## src/rtl/shift_cmd_sched.sv

```systemverilog
// shift_cmd_sched: command scheduler in front of the 8-digit seven-segment
// shift buffer. Append/backspace requests are queued in a small FIFO and
// replayed one at a time. Each command goes through SETUP (direction and code
// settle, 2 cycles), STROBE (flag or bs high for STB cycles) and HOLD (buffer
// sync + commit latency). A clear request flushes everything, aborts the
// in-flight command and pulses the buffer reset.
//
// Ports:
//   clk, rst            clock, async active-high reset
//   char_valid/char_code  append request (pulse) and hex digit
//   bs_req, clr_req     backspace / clear requests (pulses)
//   sh_dir, sh_flag, sh_bs, sh_code, sh_clr   registered buffer controls
//   busy                FSM active or FIFO non-empty
//   count               digits currently shown (0..8)
//   drop                pulse for any cycle in which a request was discarded
//
// Optional: define SHIFT_CMD_SCHED_STATS_EN to add the saturating counters
// stat_chars, stat_bs and stat_drops.
module shift_cmd_sched #(
  parameter int DEPTH = 4,
  parameter int GAP   = 1000000,
  parameter int STB   = 4
) (
  input  logic       clk,
  input  logic       rst,
  input  logic       char_valid,
  input  logic [3:0] char_code,
  input  logic       bs_req,
  input  logic       clr_req,
  output logic       sh_dir,
  output logic       sh_flag,
  output logic       sh_bs,
  output logic [3:0] sh_code,
  output logic       sh_clr,
  output logic       busy,
  output logic [3:0] count,
  output logic       drop
`ifdef SHIFT_CMD_SCHED_STATS_EN
  ,
  output logic [15:0] stat_chars,
  output logic [15:0] stat_bs,
  output logic [7:0]  stat_drops
`endif
);

  localparam int AW = $clog2(DEPTH);
  localparam int TW = $clog2(GAP + STB + 4);

  typedef enum logic [1:0] {IDLE, SETUP, STROBE, HOLD} state_t;

  state_t                   state_q, state_d;
  logic [TW-1:0]            tmr_q, tmr_d;
  logic                     op_q, op_d;
  logic [3:0]               sh_code_q, sh_code_d;
  logic                     sh_dir_q, sh_dir_d;
  logic                     sh_flag_q, sh_flag_d;
  logic                     sh_bs_q, sh_bs_d;
  logic                     sh_clr_q, sh_clr_d;
  logic [3:0]               count_q, count_d;
  logic                     drop_q, drop_d;
  logic [DEPTH-1:0][4:0]    fifo_q, fifo_d;
  logic [AW:0]              wr_q, wr_d, rd_q, rd_d;
  logic                     empty, full, push, issue;
  logic [4:0]               push_ent, head;

  // Extra pointer bit distinguishes full from empty.
  assign empty = (wr_q == rd_q);
  assign full  = (wr_q[AW] != rd_q[AW]) && (wr_q[AW-1:0] == rd_q[AW-1:0]);
  assign head  = fifo_q[rd_q[AW-1:0]];

  always_comb begin
    state_d   = state_q;
    tmr_d     = tmr_q;
    op_d      = op_q;
    sh_code_d = sh_code_q;
    sh_dir_d  = sh_dir_q;
    sh_flag_d = sh_flag_q;
    sh_bs_d   = sh_bs_q;
    sh_clr_d  = 1'b0;
    count_d   = count_q;
    drop_d    = 1'b0;
    fifo_d    = fifo_q;
    wr_d      = wr_q;
    rd_d      = rd_q;
    push      = 1'b0;
    push_ent  = 5'd0;
    issue     = 1'b0;

    if (clr_req) begin
      // Clear wins; anything else this cycle is lost.
      drop_d    = bs_req | char_valid;
      state_d   = IDLE;
      wr_d      = '0;
      rd_d      = '0;
      sh_clr_d  = 1'b1;
      count_d   = 4'd0;
      sh_flag_d = 1'b0;
      sh_bs_d   = 1'b0;
      sh_dir_d  = 1'b0;
    end else begin
      if (bs_req) begin
        drop_d   = char_valid | full;
        push     = ~full;
        push_ent = {1'b1, 4'h0};
      end else if (char_valid) begin
        drop_d   = full;
        push     = ~full;
        push_ent = {1'b0, char_code};
      end

      case (state_q)
        IDLE: if (!empty) begin
          op_d      = head[4];
          sh_dir_d  = head[4];
          sh_code_d = head[3:0];
          rd_d      = rd_q + 1'b1;
          tmr_d     = TW'(1);
          state_d   = SETUP;
        end
        SETUP: if (tmr_q == '0) begin
          // Backspace on an empty display is silently skipped.
          if (op_q && count_q == 4'd0) begin
            state_d = IDLE;
          end else begin
            issue     = 1'b1;
            state_d   = STROBE;
            tmr_d     = TW'(STB - 1);
            sh_flag_d = ~op_q;
            sh_bs_d   = op_q;
          end
        end else begin
          tmr_d = tmr_q - 1'b1;
        end
        STROBE: if (tmr_q == '0) begin
          state_d   = HOLD;
          tmr_d     = op_q ? TW'(2) : TW'(GAP + 2);
          sh_flag_d = 1'b0;
          sh_bs_d   = 1'b0;
        end else begin
          tmr_d = tmr_q - 1'b1;
        end
        HOLD: if (tmr_q == '0) begin
          state_d = IDLE;
          if (op_q)                 count_d = count_q - 1'b1;
          else if (count_q != 4'd8) count_d = count_q + 1'b1;
        end else begin
          tmr_d = tmr_q - 1'b1;
        end
        default: state_d = IDLE;
      endcase

      if (push) begin
        fifo_d[wr_q[AW-1:0]] = push_ent;
        wr_d = wr_q + 1'b1;
      end
    end
  end

  always_ff @(posedge clk or posedge rst) begin
    if (rst) begin
      state_q   <= IDLE;
      tmr_q     <= '0;
      op_q      <= 1'b0;
      sh_code_q <= 4'd0;
      sh_dir_q  <= 1'b0;
      sh_flag_q <= 1'b0;
      sh_bs_q   <= 1'b0;
      sh_clr_q  <= 1'b0;
      count_q   <= 4'd0;
      drop_q    <= 1'b0;
      fifo_q    <= '0;
      wr_q      <= '0;
      rd_q      <= '0;
    end else begin
      state_q   <= state_d;
      tmr_q     <= tmr_d;
      op_q      <= op_d;
      sh_code_q <= sh_code_d;
      sh_dir_q  <= sh_dir_d;
      sh_flag_q <= sh_flag_d;
      sh_bs_q   <= sh_bs_d;
      sh_clr_q  <= sh_clr_d;
      count_q   <= count_d;
      drop_q    <= drop_d;
      fifo_q    <= fifo_d;
      wr_q      <= wr_d;
      rd_q      <= rd_d;
    end
  end

  assign sh_dir  = sh_dir_q;
  assign sh_flag = sh_flag_q;
  assign sh_bs   = sh_bs_q;
  assign sh_code = sh_code_q;
  assign sh_clr  = sh_clr_q;
  assign count   = count_q;
  assign drop    = drop_q;
  assign busy    = (state_q != IDLE) | ~empty;

`ifdef SHIFT_CMD_SCHED_STATS_EN
  logic [15:0] stat_chars_q, stat_chars_d, stat_bs_q, stat_bs_d;
  logic [7:0]  stat_drops_q, stat_drops_d;

  // Saturating; clr_req deliberately leaves these alone.
  always_comb begin
    stat_chars_d = stat_chars_q;
    stat_bs_d    = stat_bs_q;
    stat_drops_d = stat_drops_q;
    if (issue && !op_q && stat_chars_q != 16'hffff) stat_chars_d = stat_chars_q + 1'b1;
    if (issue &&  op_q && stat_bs_q    != 16'hffff) stat_bs_d    = stat_bs_q + 1'b1;
    if (drop_d && stat_drops_q != 8'hff)            stat_drops_d = stat_drops_q + 1'b1;
  end

  always_ff @(posedge clk or posedge rst) begin
    if (rst) begin
      stat_chars_q <= '0;
      stat_bs_q    <= '0;
      stat_drops_q <= '0;
    end else begin
      stat_chars_q <= stat_chars_d;
      stat_bs_q    <= stat_bs_d;
      stat_drops_q <= stat_drops_d;
    end
  end

  assign stat_chars = stat_chars_q;
  assign stat_bs    = stat_bs_q;
  assign stat_drops = stat_drops_q;
`endif

endmodule

```

## config.mk

```make
export PLATFORM = sky130hd
export DESIGN_NAME = shift_cmd_sched
export DESIGN_NICKNAME = d
export VERILOG_FILES = /design/src/rtl/shift_cmd_sched.sv
export SDC_FILE = /design/constraint.sdc
export NUM_CORES = 1
export LEC_CHECK = 0
export ABC_AREA = 1
export CORE_MARGIN = 10
export CORE_UTILIZATION = 50
export CTS_CLUSTER_SIZE = 14
export DETAILED_ROUTE_END_ITERATION = 16
export GPL_TIMING_DRIVEN = 1
export PLACE_DENSITY = 0.69
export SYNTH_ARGS = -nofsm -noshare
export SYNTH_HDL_FRONTEND = slang
export SYNTH_SLANG_ARGS = --single-unit
```

## constraint.sdc

```tcl
create_clock -name clk -period 2.1 [get_ports clk]
set_input_delay 0.42 -clock clk [delete_from_list [all_inputs] [get_ports clk]]
set_output_delay 0.42 -clock clk [all_outputs]
set_load 0.01 [all_outputs]
```

==> results.yml <==
critical_path:
  critPathArrivalTime_ns: 1.57
  cp-start-kind: "flip-flop"
  end_kind: "output port"
  path_class: "flip-flop to output port"
  cp-startpoint: "wr_q[0]"
  critPathTopFamily: "flip-flops"
  rr_startpoint: "tmr_q[0]"
  r2r-end: "tmr_q[7]"
  worstPathMaxFanout: 4
  required_ns: 1.68
  cpPeakStageDelay_ns: 0.44
  r2r_cells: 14
  cp_slowest_cell: "dfrtp_2"
  worstPathCellList: "xnor2_2 -> nand3_2 -> nor2_2 -> inv_1 -> clkdlybuf4s15_1"
  path_buf_inv: 2
  r2r_setup_slack_ns: 0.13
layout:
  n_fill_cell: 661
  nets: 570
  areaGrowthSynthToFinish_pct: 18.85
  layout-drive-gt1-share_pct: 11.33
  multi_input_comb_area_mm2: 0.001962
  layout.cells.non_filler: 655
  fin_area_mm2: 0.004402
  final_common_cell: "nand2_1"
  antenna_cells: 0
  final_cell_mix: "nand2_1 (169), dfrtp_1 (60), nor2_1 (51)"
  seq_area_mm2: 0.001554
power:
  p_int_mw: 3.214
  swShare_pct: 45.70
  p_comb_share_pct: 51.5
  peakVddDrop_v: 0.0006342
  p_leak_nw: 2.263
  seqPwrFrac_pct: 30.5
  p_clk_share_pct: 18.0
  p_switching_mw: 2.706
  power_density_mw_per_mm2: 1345
logic_synthesis:
  synth_edf_count: 0
  syn_nets: 525
  synth_cells: 506
  avgSynthCellArea_um2: 7.319
  synth_area_leaders: "dfrtp_1 (42%), nand2_1 (17%), nand3_1 (6.5%), o21ai_0 (5.5%), nor2_1 (5.3%)"
  syn_area_mm2: 0.003704
  ys.flop_type: "dfrtp_1"
  yosys_warnings: 0
  synth_top_area_share_pct: 41.89
  ys_seq_area_share_pct: 41.89
  synth_cell_types: 30
  ys_async_sr_fraction_pct: 100.0
  yosysTopAreaCell: "dfrtp_1"
  synth_seq_cells: 62
timing:
  post-route-min-period_ns: 1.994
  fin_crit_sh_pct: 94.93
  timing.hold.ws_ns: 0.4002
  slew-limit-headroom_pct: 68.22
  setup_viol: 0
  hold_violations: 0
  tightest_slew_ns: 0.4761
  fmax_mhz: 501.6
  rsz0062_at_grt: "yes"
  slew_violations: 0
  clock_skew_ns: 0.01078
global_routing:
  grt_overflow: 0
  grt_max_degree: 25
  antenna_found_initial: 0
  grt_pass1_wl_mm: 14.98
  grt_use_total_pct: 15.97
  grt_pass1_vias: 3287
die:
  die_area_mm2: 0.01125
  core_area_mm2: 0.007214
  rows: 31
  dieHeight_um: 106.1
  io_pins: 23
  die_x_um: 106.1
  start_util_pct: 51.34
detailed_routing:
  avgRoutedWirePerCell_um: 13.41
  firstDrtPassIters: 4
  viasPerCell: 5.133
  via_count: 3362
  detail-route-antenna-nets: 0
  routed_wirelength_mm: 8.785
  drc: 0
  drtIter0Drc: 182
placed_design:
  dp_cells: 635
  hpwlAfterDp_mm: 6.308
  place_area_mm2: 0.004141
  place_congestion: 0.8388
  port_buffers: 22
cts:
  clk_latency_ns: 0.35
  tritoncts: "yes"
  clkSinkCount: 62
  clock-root-buffer: "clkbuf_8"
  clockBufferDepth: 2
  ctsHtreeMaxLevel: 3
  cts_buffers: 9
  clk_pin_slew_ns: 0.08
run_status:
  status: "finished, final reports clean"
hold_path:
  hp-class: "input port to asynchronous set/reset pin"
flow_run:
  drv_cap: 0
-- cell families (layout without fill, tap and decap cells) --
group / count (synthesis) / in the layout / share of synthesized area [%]
and+or+nand+nor: 299 / 299 / 34.83
AOI/OAI and AO/OA: 63 / 63 / 9.257
DFF: 62 / 62 / 41.89
buffers and inverters: 53 / 103 / 5.946
xor gates and xnor gates: 19 / 19 / 4.493
adders and majority gates: 10 / 10 / 3.581
-- cell type report --
cell class	count	share of cell area (%)
Clock inverter	7	1.677
Timing Repair Buffer	42	8.982
Tap cell	99	2.814
Inverter	45	3.837
Sequential cell	62	35.30
Clock buffer	9	2.814
Multi-Input combinational cell	391	44.57
-- synth_stat cells (2+ instances only) --
cell,count
inv_1,40
nand2_2,5
dfrtp_1,62
nand4_1,11
o21ai_1,7
nand3_2,3
nand2_1,169
xor2_1,13
o21ai_0,41
a21oi_1,5
o211ai_1,4
nor2_4,3
nand3b_1,2
ha_1,9
inv_2,2
nor2_1,52
clkbuf_1,3
o22ai_1,5
buf_6,2
buf_2,2
clkinv_1,3
xnor2_1,6
nor2_2,3
nand3_1,48
-- power by group through the flow --
stage          registers, mW  logic [mW]  clock network [mW]
2_1_floorplan           1.78        2.16                   0
3_3_place_gp            1.80        2.90                   0
3_5_place_dp            1.81        2.96                   0
4_1_cts                 1.80        2.98                1.09
5_1_grt                 1.84        3.46                1.15
6_report                1.80        3.05                1.07
-- repair_timing --
action                                  in CTS  in global routing
buffers inserted                             0                  4
endpoints found under the setup margin       1                  3
cloned                                       0                  0
pin swaps                                    0                  4
hold buffers                                 0                  0
gates resized for setup                      4                  5
-- metal layers --
metal  track usage (%)  vias up  wire length [um]  part of all wire [%]
met2             28.14       57              4415                    50
li1                  -     1729                 -                     -
met1             18.53     1568              3859                    44
met3             3.986        8               416                   4.7
met5                 0        -                 0                     0
met4             5.222        0                93                   1.1
-- through the flow --
stage                     utilization, %  setup slack, ns  power (mW)  setup TNS, ns
final                              61.01           0.1064       5.920              0
after global routing               61.01         -0.01557       6.455       -0.02017
after CTS                          60.37          0.01268       5.868              0
after detailed placement           57.41           0.1404       4.766              0
after global placement             57.41           0.1792       4.704              0
after floorplan                        -           0.1386       3.937              0
-- sequential cells by signal (all words and copies together) (netlist names) --
| signal | count |
|---|---|
| sh_clr | 1 |
| drop | 1 |
| op_q | 1 |
| count | 4 |
| tmr_q | 20 |
| sh_code | 4 |
| sh_dir | 1 |
| sh_bs | 1 |
| wr_q | 3 |
| rd_q | 3 |
| fifo_q | 20 |
| state_q | 2 |
| sh_flag | 1 |
-- how the worst max path moves through the flow --
stage                     cells after the start       end  slack [ns]
final                                         5      busy        0.11
after global routing                         14  tmr_q[1]       -0.02
after CTS                                     5      busy        0.01
after detailed placement                      5      busy        0.14
after global placement                        5      busy        0.18
after floorplan                               1  count[0]        0.14
Power figures use the tool's default switching activity.
